==> config.mk <==
export PLATFORM = sky130hd
export DESIGN_NAME = blk_mover
export DESIGN_NICKNAME = d
export VERILOG_FILES = /design/src/rtl/blk_mover.sv
export SDC_FILE = /design/constraint.sdc
export NUM_CORES = 1
export LEC_CHECK = 0
export ABC_AREA = 1
export BUFFER_PORTS_ARGS = -buffer_cell sky130_fd_sc_hd__buf_2
export CAP_MARGIN = 20
export CORE_MARGIN = 2
export CORE_UTILIZATION = 55
export CTS_BUF_LIST = sky130_fd_sc_hd__clkbuf_8 sky130_fd_sc_hd__clkbuf_16
export CTS_CLUSTER_DIAMETER = 150
export DETAILED_ROUTE_END_ITERATION = 12
export MAX_ROUTING_LAYER = met4
export PLACE_DENSITY_LB_ADDON = 0.2
export SETUP_SLACK_MARGIN = 0.5
export SLEW_MARGIN = 25
export SYNTH_ARGS = -nofsm -noshare
export SYNTH_HDL_FRONTEND = slang
export SYNTH_SLANG_ARGS = --single-unit
==> constraint.sdc <==
create_clock -name clk -period 3.2 [get_ports clk]
set_clock_uncertainty 0.15 [all_clocks]
set_input_delay 0.48 -clock clk [delete_from_list [all_inputs] [get_ports clk]]
set_output_delay 0.48 -clock clk [all_outputs]
set_load 0.05 [all_outputs]
==> src/rtl/blk_mover.sv <==
// blk_mover: debounced five-button sprite-position controller with per-axis
// slow/fast acceleration and clamp-or-wrap playfield bounds.
module blk_mover #(
  parameter int unsigned X_W         = 11,
  parameter int unsigned Y_W         = 10,
  parameter int unsigned X_MIN       = 14,
  parameter int unsigned X_MAX       = 1237,
  parameter int unsigned Y_MIN       = 14,
  parameter int unsigned Y_MAX       = 757,
  parameter int unsigned X_RST       = 471,
  parameter int unsigned Y_RST       = 386,
  parameter int unsigned X_HOME      = 650,
  parameter int unsigned Y_HOME      = 376,
  parameter int unsigned STEP        = 4,
  parameter int unsigned FAST_MUL    = 2,
  parameter int unsigned ACCEL_TICKS = 8,
  parameter int unsigned DEB_TICKS   = 2,
  parameter int unsigned WRAP        = 0
) (
  input  logic           clk,
  input  logic           rst,
  input  logic           tick,
  input  logic           btn_u,
  input  logic           btn_d,
  input  logic           btn_l,
  input  logic           btn_r,
  input  logic           btn_c,
  output logic [X_W-1:0] pos_x,
  output logic [Y_W-1:0] pos_y,
  output logic           moving
);

  localparam int unsigned BtnU = 0;
  localparam int unsigned BtnD = 1;
  localparam int unsigned BtnL = 2;
  localparam int unsigned BtnR = 3;
  localparam int unsigned BtnC = 4;

  localparam int unsigned DebW  = $clog2(DEB_TICKS + 1);
  // One spare count so the hold counter cannot wrap before reaching the limit.
  localparam int unsigned HoldW = $clog2(ACCEL_TICKS + 2);

  localparam logic [DebW-1:0]  DebLim    = DebW'(DEB_TICKS);
  localparam logic [HoldW-1:0] AccelHold = HoldW'(ACCEL_TICKS);
  localparam logic             WrapEn    = (WRAP != 0);

  localparam logic signed [X_W:0] XMinS  = $signed((X_W+1)'(X_MIN));
  localparam logic signed [X_W:0] XMaxS  = $signed((X_W+1)'(X_MAX));
  localparam logic signed [X_W:0] XSlow  = $signed((X_W+1)'(STEP));
  localparam logic signed [X_W:0] XFast  = $signed((X_W+1)'(STEP * FAST_MUL));
  localparam logic signed [Y_W:0] YMinS  = $signed((Y_W+1)'(Y_MIN));
  localparam logic signed [Y_W:0] YMaxS  = $signed((Y_W+1)'(Y_MAX));
  localparam logic signed [Y_W:0] YSlow  = $signed((Y_W+1)'(STEP));
  localparam logic signed [Y_W:0] YFast  = $signed((Y_W+1)'(STEP * FAST_MUL));

  typedef enum logic [1:0] {StIdle, StSlow, StFast} axis_st_e;

  typedef struct packed {
    axis_st_e         st;
    logic             neg;   // latched direction: 1 = towards the lower bound
    logic [HoldW-1:0] hold;
  } axis_t;

  // mv: 0 = no move, 1 = slow step, 2 = fast step
  typedef struct packed {
    axis_t      ax;
    logic [1:0] mv;
  } axis_step_t;

  localparam axis_t AxisIdle = '{st: StIdle, neg: 1'b0, hold: '0};

  // One tick of the per-axis motion FSM; act = axis has a direction, neg = its sign.
  function automatic axis_step_t axis_next(input axis_t cur, input logic act, input logic neg);
    axis_step_t r;
    r.ax = cur;
    r.mv = 2'd0;
    if (!act) begin
      r.ax.st = StIdle;
    end else begin
      unique case (cur.st)
        StIdle: begin
          r.ax = '{st: StSlow, neg: neg, hold: HoldW'(1)};
          r.mv = 2'd1;
        end
        StSlow: begin
          r.mv = 2'd1;
          if (neg != cur.neg) begin
            r.ax = '{st: StSlow, neg: neg, hold: HoldW'(1)};
          end else begin
            r.ax.hold = cur.hold + 1'b1;
            if (r.ax.hold >= AccelHold) r.ax.st = StFast;
          end
        end
        StFast: begin
          if (neg != cur.neg) begin
            r.ax = '{st: StSlow, neg: neg, hold: HoldW'(1)};
            r.mv = 2'd1;
          end else begin
            r.mv = 2'd2;
          end
        end
        default: r.ax = AxisIdle;
      endcase
    end
    return r;
  endfunction

  logic [4:0]            btn_raw, sync1_q, sync2_q;
  logic [4:0]            deb_q, deb_d;
  logic [4:0][DebW-1:0]  cnt_q, cnt_d;
  axis_t                 ax_x_q, ax_x_d, ax_y_q, ax_y_d;
  axis_step_t            stp_x, stp_y;
  logic [X_W-1:0]        pos_x_q, pos_x_d;
  logic [Y_W-1:0]        pos_y_q, pos_y_d;
  logic                  moving_q, moving_d;
  logic signed [X_W:0]   x_delta, x_sum, x_new;
  logic signed [Y_W:0]   y_delta, y_sum, y_new;

  assign btn_raw = {btn_c, btn_r, btn_l, btn_d, btn_u};

  // Two-flop synchronisers, shifting every clock.
  always_ff @(posedge clk) begin
    if (rst) begin
      sync1_q <= '0;
      sync2_q <= '0;
    end else begin
      sync1_q <= btn_raw;
      sync2_q <= sync1_q;
    end
  end

  // Debounce: a changed input must persist DEB_TICKS ticks before it is accepted.
  always_comb begin
    deb_d = deb_q;
    cnt_d = cnt_q;
    if (tick) begin
      for (int i = 0; i < 5; i++) begin
        if (sync2_q[i] != deb_q[i]) begin
          if (cnt_q[i] + 1'b1 == DebLim) begin
            deb_d[i] = ~deb_q[i];
            cnt_d[i] = '0;
          end else begin
            cnt_d[i] = cnt_q[i] + 1'b1;
          end
        end else begin
          cnt_d[i] = '0;
        end
      end
    end
  end

  // Axis FSMs and position update; motion uses the debounced state from before this tick.
  always_comb begin
    ax_x_d   = ax_x_q;
    ax_y_d   = ax_y_q;
    pos_x_d  = pos_x_q;
    pos_y_d  = pos_y_q;
    moving_d = moving_q;
    stp_x    = axis_next(ax_x_q, deb_q[BtnR] ^ deb_q[BtnL], deb_q[BtnL]);
    stp_y    = axis_next(ax_y_q, deb_q[BtnD] ^ deb_q[BtnU], deb_q[BtnU]);

    x_delta = '0;
    if (stp_x.mv == 2'd1)      x_delta = XSlow;
    else if (stp_x.mv == 2'd2) x_delta = XFast;
    if (stp_x.ax.neg) x_delta = -x_delta;
    x_sum = $signed({1'b0, pos_x_q}) + x_delta;
    x_new = x_sum;
    if (x_sum > XMaxS)      x_new = WrapEn ? XMinS : XMaxS;
    else if (x_sum < XMinS) x_new = WrapEn ? XMaxS : XMinS;

    y_delta = '0;
    if (stp_y.mv == 2'd1)      y_delta = YSlow;
    else if (stp_y.mv == 2'd2) y_delta = YFast;
    if (stp_y.ax.neg) y_delta = -y_delta;
    y_sum = $signed({1'b0, pos_y_q}) + y_delta;
    y_new = y_sum;
    if (y_sum > YMaxS)      y_new = WrapEn ? YMinS : YMaxS;
    else if (y_sum < YMinS) y_new = WrapEn ? YMaxS : YMinS;

    if (tick) begin
      if (deb_q[BtnC]) begin
        // Centre press overrides the arrows for this tick.
        ax_x_d   = AxisIdle;
        ax_y_d   = AxisIdle;
        pos_x_d  = X_W'(X_HOME);
        pos_y_d  = Y_W'(Y_HOME);
        moving_d = 1'b0;
      end else begin
        ax_x_d   = stp_x.ax;
        ax_y_d   = stp_y.ax;
        pos_x_d  = X_W'(x_new);
        pos_y_d  = Y_W'(y_new);
        moving_d = (stp_x.ax.st != StIdle) || (stp_y.ax.st != StIdle);
      end
    end
  end

  // State registers; synchronous reset wins over tick.
  always_ff @(posedge clk) begin
    if (rst) begin
      deb_q    <= '0;
      cnt_q    <= '0;
      ax_x_q   <= AxisIdle;
      ax_y_q   <= AxisIdle;
      pos_x_q  <= X_W'(X_RST);
      pos_y_q  <= Y_W'(Y_RST);
      moving_q <= 1'b0;
    end else begin
      deb_q    <= deb_d;
      cnt_q    <= cnt_d;
      ax_x_q   <= ax_x_d;
      ax_y_q   <= ax_y_d;
      pos_x_q  <= pos_x_d;
      pos_y_q  <= pos_y_d;
      moving_q <= moving_d;
    end
  end

  assign pos_x  = pos_x_q;
  assign pos_y  = pos_y_q;
  assign moving = moving_q;

endmodule

==> impl_metrics.env, run 1 <==
export IMPL_power_density_nw_per_um2=306
export IMPL_routabilityCongestion=0.995
export IMPL_critical_path_required_ns=3.24
export IMPL_worstSetupPathType="reg2reg"
export IMPL_die_area_sq_um=7960
export IMPL_antenna_found_initial=0
export IMPL_synth_area_leaders="dfxtp_1 31%, nand2_1 16%, inv_1 9.0%, ha_1 8.5%, nand3_1 6.0%"
export IMPL_ys_ff_latch=61
export IMPL_ant_nets=0
export IMPL_hpwlAfterDp_microns=7390
export IMPL_cp_slowest_cell="fa_2"
export IMPL_cts_htree_levels=3
export IMPL_dieHeight_microns=89.2
export IMPL_ys_types=36
export IMPL_finalHoldViolCount=0
export IMPL_rsz0062_at_grt="true"
export IMPL_cts_made_buffers=9
export IMPL_fp_dieW_microns=89.2
export IMPL_status="finished with violations"
export IMPL_worstMarginPinSlew_ns=0.719
export IMPL_worstPathArrival_ns=3.39
export IMPL_stdcell_count=802
export IMPL_wl_per_cell_microns=14.3
export IMPL_syn2layout_area_growth_pct=39.6
export IMPL_nNetsFinal=735
export IMPL_p_switching_w=0.000502
export IMPL_drive_gt1_share_pct=37.7
export IMPL_dr_pass1_iters=5
export IMPL_start_kind="register"
export IMPL_core_area_sq_um=7140
export IMPL_clock_latency_ns=0.35
export IMPL_ys_warn_count=0
export IMPL_viasPerCell=5.38
export IMPL_grt_start_max_net_pins=39
export IMPL_drc=0
export IMPL_cp_max_fo=7
export IMPL_holdBufCountCts=0
export IMPL_finalSetupViolCount=20
export IMPL_synth_edf_count=0
export IMPL_p_clk_share_pct=40.2
export IMPL_drt_iter0_drc=246
export IMPL_grt_overflow=0
export IMPL_p_leak_nw=2.58
export IMPL_grt_total_usage_pct=28.7
export IMPL_setup_tns_final_ns=-1.90
export IMPL_syn_inst=613
export IMPL_p_int_w=0.00121
export IMPL_finalPower_w=0.00171
export IMPL_fin_crit_ns=3.35
export IMPL_ir_worst_vdd_v=0.000310
export IMPL_num_vias=4312
export IMPL_seqPwrFrac_pct=46.3
export IMPL_slew_viol_final=0
export IMPL_crit_chain="inv_2 -> ha_4 -> o21ai_2 -> nand2_1 -> inv_2 -> ha_4 -> ha_2 -> inv_1 -> fa_2 -> inv_1 -> nor3_1 -> nand4_1 -> nor2_2 -> nor2_2 -> nand2_4 -> o21ai_1 -> nand2_1 -> nand3_1"
export IMPL_synth_top_area_share_pct=30.6
export IMPL_relSlewSlack_pct=52.0
export IMPL_place_area_sq_um=4820
export IMPL_synthArstFlopShare_pct=0
export IMPL_start_util_pct=56.0
export IMPL_synth_nets=650
export IMPL_yosysMostFrequentCell="nand2_1"
export IMPL_yosysSeqAreaShare_pct=30.6
export IMPL_maxCapViolations=0
export IMPL_grt_first_pass_wirelength_microns=17400
export IMPL_critPathMaxStageDelay_ns=0.54
export IMPL_synth_top_area_cell="dfxtp_1"
export IMPL_io_buffers=29
export IMPL_synth_area_sq_um=4000
export IMPL_rows=31
export IMPL_post_route_cell_area_sq_um=5580
export IMPL_clockBufferDepth=2
export IMPL_max_freq_mhz=299
export IMPL_place_inst=762
export IMPL_period_share_pct=105
export IMPL_violations="setup timing"
export IMPL_finalWirelength_microns=11400
export IMPL_fin_ws_ns=-0.146
export IMPL_antenna_cells=0
export IMPL_yosys_top_cells_count="169 x nand2_1, 96 x inv_1, 61 x dfxtp_1"
export IMPL_pwr_share_comb_pct=13.5
export IMPL_cts_tree="built"
export IMPL_swShare_pct=29.4
export IMPL_grt_pass1_vias=3983
export IMPL_cts_root_buf="clkbuf_8"
export IMPL_io_pins=30
export IMPL_syn_avg_cell_area_sq_um=6.52
export IMPL_synth_main_ff_cell="dfxtp_1"
export IMPL_end_kind="register"
export IMPL_cts_clk_slew_worst_paths_ns=0.07
export IMPL_clock_sinks=61
export IMPL_min_path_type="in2reg"
export IMPL_fin_util_pct=78.2
area by class of cell:
class                           instances  area (sq um)
Timing Repair Buffer                   85           604
Clock inverter                          5          41.3
Sequential cell                        61          1230
Fill cell                             529          1560
Tap cell                               99           124
Multi-Input combinational cell        443          3030
Inverter                               98           390
Clock buffer                           11           163
what timing repair did:
action	CTS	global route
hold endpoints to repair	0	0
buffers inserted	15	9
gates resized for setup	54	53
endpoints found under the setup margin	21	21
pin swaps	42	45
state kept, by name (all words and copies together) (netlist names):
signal,flops
ax_x_q,7
ax_y_q,7
cnt_q,10
deb_q,5
moving,1
pos_x,11
pos_y,10
sync1_q,5
sync2_q,5
path summary, 6_finish.rpt:
check / start / end / slack, ns / cells past startpoint
worst min-delay path: btn_c / sync1_q[4]$_SDFF_PP0_ / 0.17 / 3
worst max-delay path: ax_x_q[4]$_SDFFE_PP0P_ / pos_x[4]$_SDFFE_PP1P_ / -0.15 / 18
worst min register to register: sync1_q[3]$_SDFF_PP0_ / sync2_q[3]$_SDFF_PP0_ / 0.25 / 2
worst max register to register: ax_x_q[4]$_SDFFE_PP0P_ / pos_x[4]$_SDFFE_PP1P_ / -0.15 / 18
stage by stage:
stage | setup slack (ns) | hold slack [ns]
2_1_floorplan | 0.197 | 0.238
3_3_place_gp | -0.0481 | 0.239
3_5_place_dp | -0.120 | 0.248
4_1_cts | -0.0197 | 0.165
5_1_grt | -0.327 | 0.175
6_report | -0.146 | 0.171
critical path, delay by kind of cell (launching register included):
family	cells	cell delay, ns
flip-flops	1	0.34
buffers and inverters	4	0.28
AO/OA/AOI/OAI	2	0.21
AND/OR/NAND/NOR	8	1.07
adder cells (fa/ha/maj)	4	1.14
layer usage:
| layer | up-vias | track usage, % | wire [microns] |
|---|---|---|---|
| li1 | 2133 | - | - |
| met1 | 2010 | 33.4 | 4800 |
| met2 | 125 | 48.8 | 5700 |
| met3 | 44 | 5.63 | 547 |
| met4 | 0 | 10.7 | 382 |
| met5 | - | - | 0 |
cell usage in the layout, fill, tap and decap left out, drive strengths merged, types with 2 or more instances in the layout:
master    instances
nor3              6
clkbuf           11
nor2             59
ha               27
o211ai            4
clkinv            3
or2               3
a31o              2
a31oi             4
xor2             11
xnor2             3
inv              98
a21oi            47
nand3b            4
nand4            10
clkinvlp          2
o21ai            24
dfxtp            61
o21a              2
nand2           179
buf              85
fa                2
nand3            51
kinds of logic (layout without fill, tap and decap cells):
family	Yosys count	after routing	synth area share, %
AO/OA/AOI/OAI	86	86	11.7
flip-flops	61	61	30.6
buffers and inverters	109	199	10.3
multiplexers	1	1	0.250
XOR/XNOR	14	14	3.73
AND/OR/NAND/NOR	313	313	34.0
adder cells (fa/ha/maj)	29	29	9.46
power by group through the flow:
stage	sequential [W]	combinational, W	clock (W)
final	0.000792	0.000230	0.000687
after CTS	0.000792	0.000211	0.000697
after global routing	0.000793	0.000250	0.000731
after detailed placement	0.000810	0.000199	0
after global placement	0.000809	0.000195	0
after floorplan	0.000843	0.000113	0
Power figures use the tool's default switching activity.
==> run 2: changes to the inputs <==
--- a/config.mk
+++ b/config.mk
@@ -16,6 +16,7 @@
 export MAX_ROUTING_LAYER = met4
 export PLACE_DENSITY_LB_ADDON = 0.2
 export SETUP_SLACK_MARGIN = 0.5
+export SKIP_CTS_REPAIR_TIMING = 1
 export SLEW_MARGIN = 25
 export SYNTH_ARGS = -nofsm -noshare
 export SYNTH_HDL_FRONTEND = slang
==> run 2 against run 1 <==
  * The run still ends with setup timing left
  * First-iteration DRC count fell by 37%
  * Power fell by 0.78%
  * Non-clock buffer count fell by 10
  * Final cell count fell by 1.2%
  * Cell area fell by 3.1%
  * Die area did not move
  * Clock power barely moved
  * Setup slack got worse by 0.021 ns
  * Combinational power fell by 5%
  * Via count fell by 2.7%
  * Flip-flop and latch count did not move
  * Core utilization fell by 2.4 points
  * Largest power group unchanged
==> impl_metrics.env, run 2 (same netlist as run 1, synthesis figures left out) <==
export IMPL_period_share_pct=105
export IMPL_layout_common_cells="131 x nand2_1, 74 x inv_1, 56 x dfxtp_1"
export IMPL_max_freq_mhz=297
export IMPL_fin_util_pct=75.8
export IMPL_worstMarginPinSlew_ns=0.693
export IMPL_cts_tree="built"
export IMPL_drt_iter0_drc=155
export IMPL_fin_ws_ns=-0.167
export IMPL_critPathMaxStageDelay_ns=0.37
export IMPL_place_area_sq_um=4820
export IMPL_rows=31
export IMPL_place_ws_ns=-0.120
export IMPL_worstReg2RegEnd="pos_x[8]$_SDFFE_PP1P_"
export IMPL_antenna_found_initial=0
export IMPL_worstSetupPathType="reg2reg"
export IMPL_setup_tns_final_ns=-1.63
export IMPL_drive_gt1_share_pct=34.1
export IMPL_worstPathArrival_ns=3.50
export IMPL_grt_pass1_vias=3789
export IMPL_power_density_nw_per_um2=314
export IMPL_cp_slowest_cell="dfxtp_4"
export IMPL_cts_made_buffers=9
export IMPL_io_pins=30
export IMPL_p_leak_nw=2.51
export IMPL_clockBufferDepth=2
export IMPL_status="finished with violations"
export IMPL_maxCapViolations=0
export IMPL_drc=0
export IMPL_fp_dieW_microns=89.2
export IMPL_finalWirelength_microns=10600
export IMPL_slew_viol_final=0
export IMPL_num_vias=4195
export IMPL_worst_path_most_repeated_cell="nand2_4"
export IMPL_worstReg2RegStart="deb_q[2]$_SDFFE_PP0P_"
export IMPL_grt_first_pass_wirelength_microns=16600
export IMPL_relSlewSlack_pct=53.7
export IMPL_finalHoldViolCount=0
export IMPL_dr_pass1_iters=5
export IMPL_crit_family="simple AND/OR/NAND/NOR gates"
export IMPL_stdcell_count=792
export IMPL_finalSetupViolCount=17
export IMPL_cts_htree_levels=3
export IMPL_start_util_pct=56.0
export IMPL_antenna_cells=0
export IMPL_routabilityCongestion=0.995
export IMPL_nNetsFinal=725
export IMPL_syn2layout_area_growth_pct=35.3
export IMPL_cts_clk_slew_worst_paths_ns=0.07
export IMPL_critPathBufInv=5
export IMPL_post_route_cell_area_sq_um=5410
export IMPL_dieHeight_microns=89.2
export IMPL_end_kind="register"
export IMPL_cp_max_fo=8
export IMPL_critical_path_required_ns=3.34
export IMPL_violations="setup timing"
export IMPL_place_inst=762
export IMPL_final_common_cell="nand2_1"
export IMPL_core_area_sq_um=7140
export IMPL_ir_worst_vdd_v=0.000312
export IMPL_wl_per_cell_microns=13.4
export IMPL_grt_overflow=0
export IMPL_cts_root_buf="clkbuf_8"
export IMPL_setup_worst_path_start="deb_q[2]$_SDFFE_PP0P_"
export IMPL_die_area_sq_um=7960
export IMPL_grt_total_usage_pct=27.3
export IMPL_crit_end="pos_x[8]$_SDFFE_PP1P_"
export IMPL_fillers=575
export IMPL_rsz0062_at_grt="true"
export IMPL_start_kind="register"
export IMPL_min_path_type="in2reg"
export IMPL_reg2regPathDepth=25
export IMPL_hpwlAfterDp_microns=7390
export IMPL_clock_latency_ns=0.35
export IMPL_viasPerCell=5.30
export IMPL_fin_crit_ns=3.37
export IMPL_clock_sinks=61
export IMPL_io_buffers=29
export IMPL_reg2reg_setup_slack_ns=-0.17
export IMPL_crit_cells=25
export IMPL_largest_register_ffs=11
export IMPL_ant_nets=0
export IMPL_grt_start_max_net_pins=39
run 2: cell count changes in the layout (fill, tap and decap cells not counted), sizes merged:
cell | before | now
buf | 85 | 75
run 2: stage by stage:
stage / total power, W / hold WS, ns
2_1_floorplan: 0.000956 / 0.238
3_3_place_gp: 0.00100 / 0.239
3_5_place_dp: 0.00101 / 0.248
4_1_cts: 0.00169 / 0.165
5_1_grt: 0.00176 / 0.175
6_report: 0.00170 / 0.172
run 2: how the worst min path moves through the flow:
stage	start	slack [ns]	cells after the start	endpoint
5_1_grt	btn_r	0.18	3	sync1_q[3]$_SDFF_PP0_
2_1_floorplan	sync1_q[0]$_SDFF_PP0_	0.24	2	sync2_q[0]$_SDFF_PP0_
4_1_cts	btn_c	0.17	3	sync1_q[4]$_SDFF_PP0_
3_3_place_gp	sync1_q[2]$_SDFF_PP0_	0.24	2	sync2_q[2]$_SDFF_PP0_
3_5_place_dp	sync1_q[2]$_SDFF_PP0_	0.25	2	sync2_q[2]$_SDFF_PP0_
6_report	btn_c	0.17	3	sync1_q[4]$_SDFF_PP0_
run 2: worst reg2reg max path: cells and delay by family, from the launching register on:
kind / cells / cell delay (ns)
adders and majority gates: 3 / 0.86
DFF: 1 / 0.37
AOI/OAI and AO/OA: 1 / 0.10
buffers and inverters: 5 / 0.41
and+or+nand+nor: 16 / 1.43
run 2: power by group:
part / internal [W] / leakage [nW] / switching (W)
combinational: 0.0000718 / 1.92 / 0.000146
sequential: 0.000775 / 0.500 / 0.0000167
clock: 0.000354 / 0.0973 / 0.000332
run 2: final cells by class:
class / instances / area [sq um] / share of cell area (%)
clock buffers: 11 / 163 / 3.01
clock inverters: 5 / 41.3 / 0.764
inverters: 98 / 390 / 7.22
multi-input cells: 443 / 2960 / 54.7
flip-flops and latches: 61 / 1230 / 22.8
well taps: 99 / 124 / 2.29
repair buffers: 75 / 498 / 9.21
run 2: per-layer routing:
layer / global-route usage, % / up-vias / wire, microns
met1: 33.1 / 1959 / 4600
met5: - / - / 0
li1: - / 2117 / -
met3: 5.36 / 20 / 454
met4: 8.55 / 0 / 235
met2: 45.8 / 99 / 5350
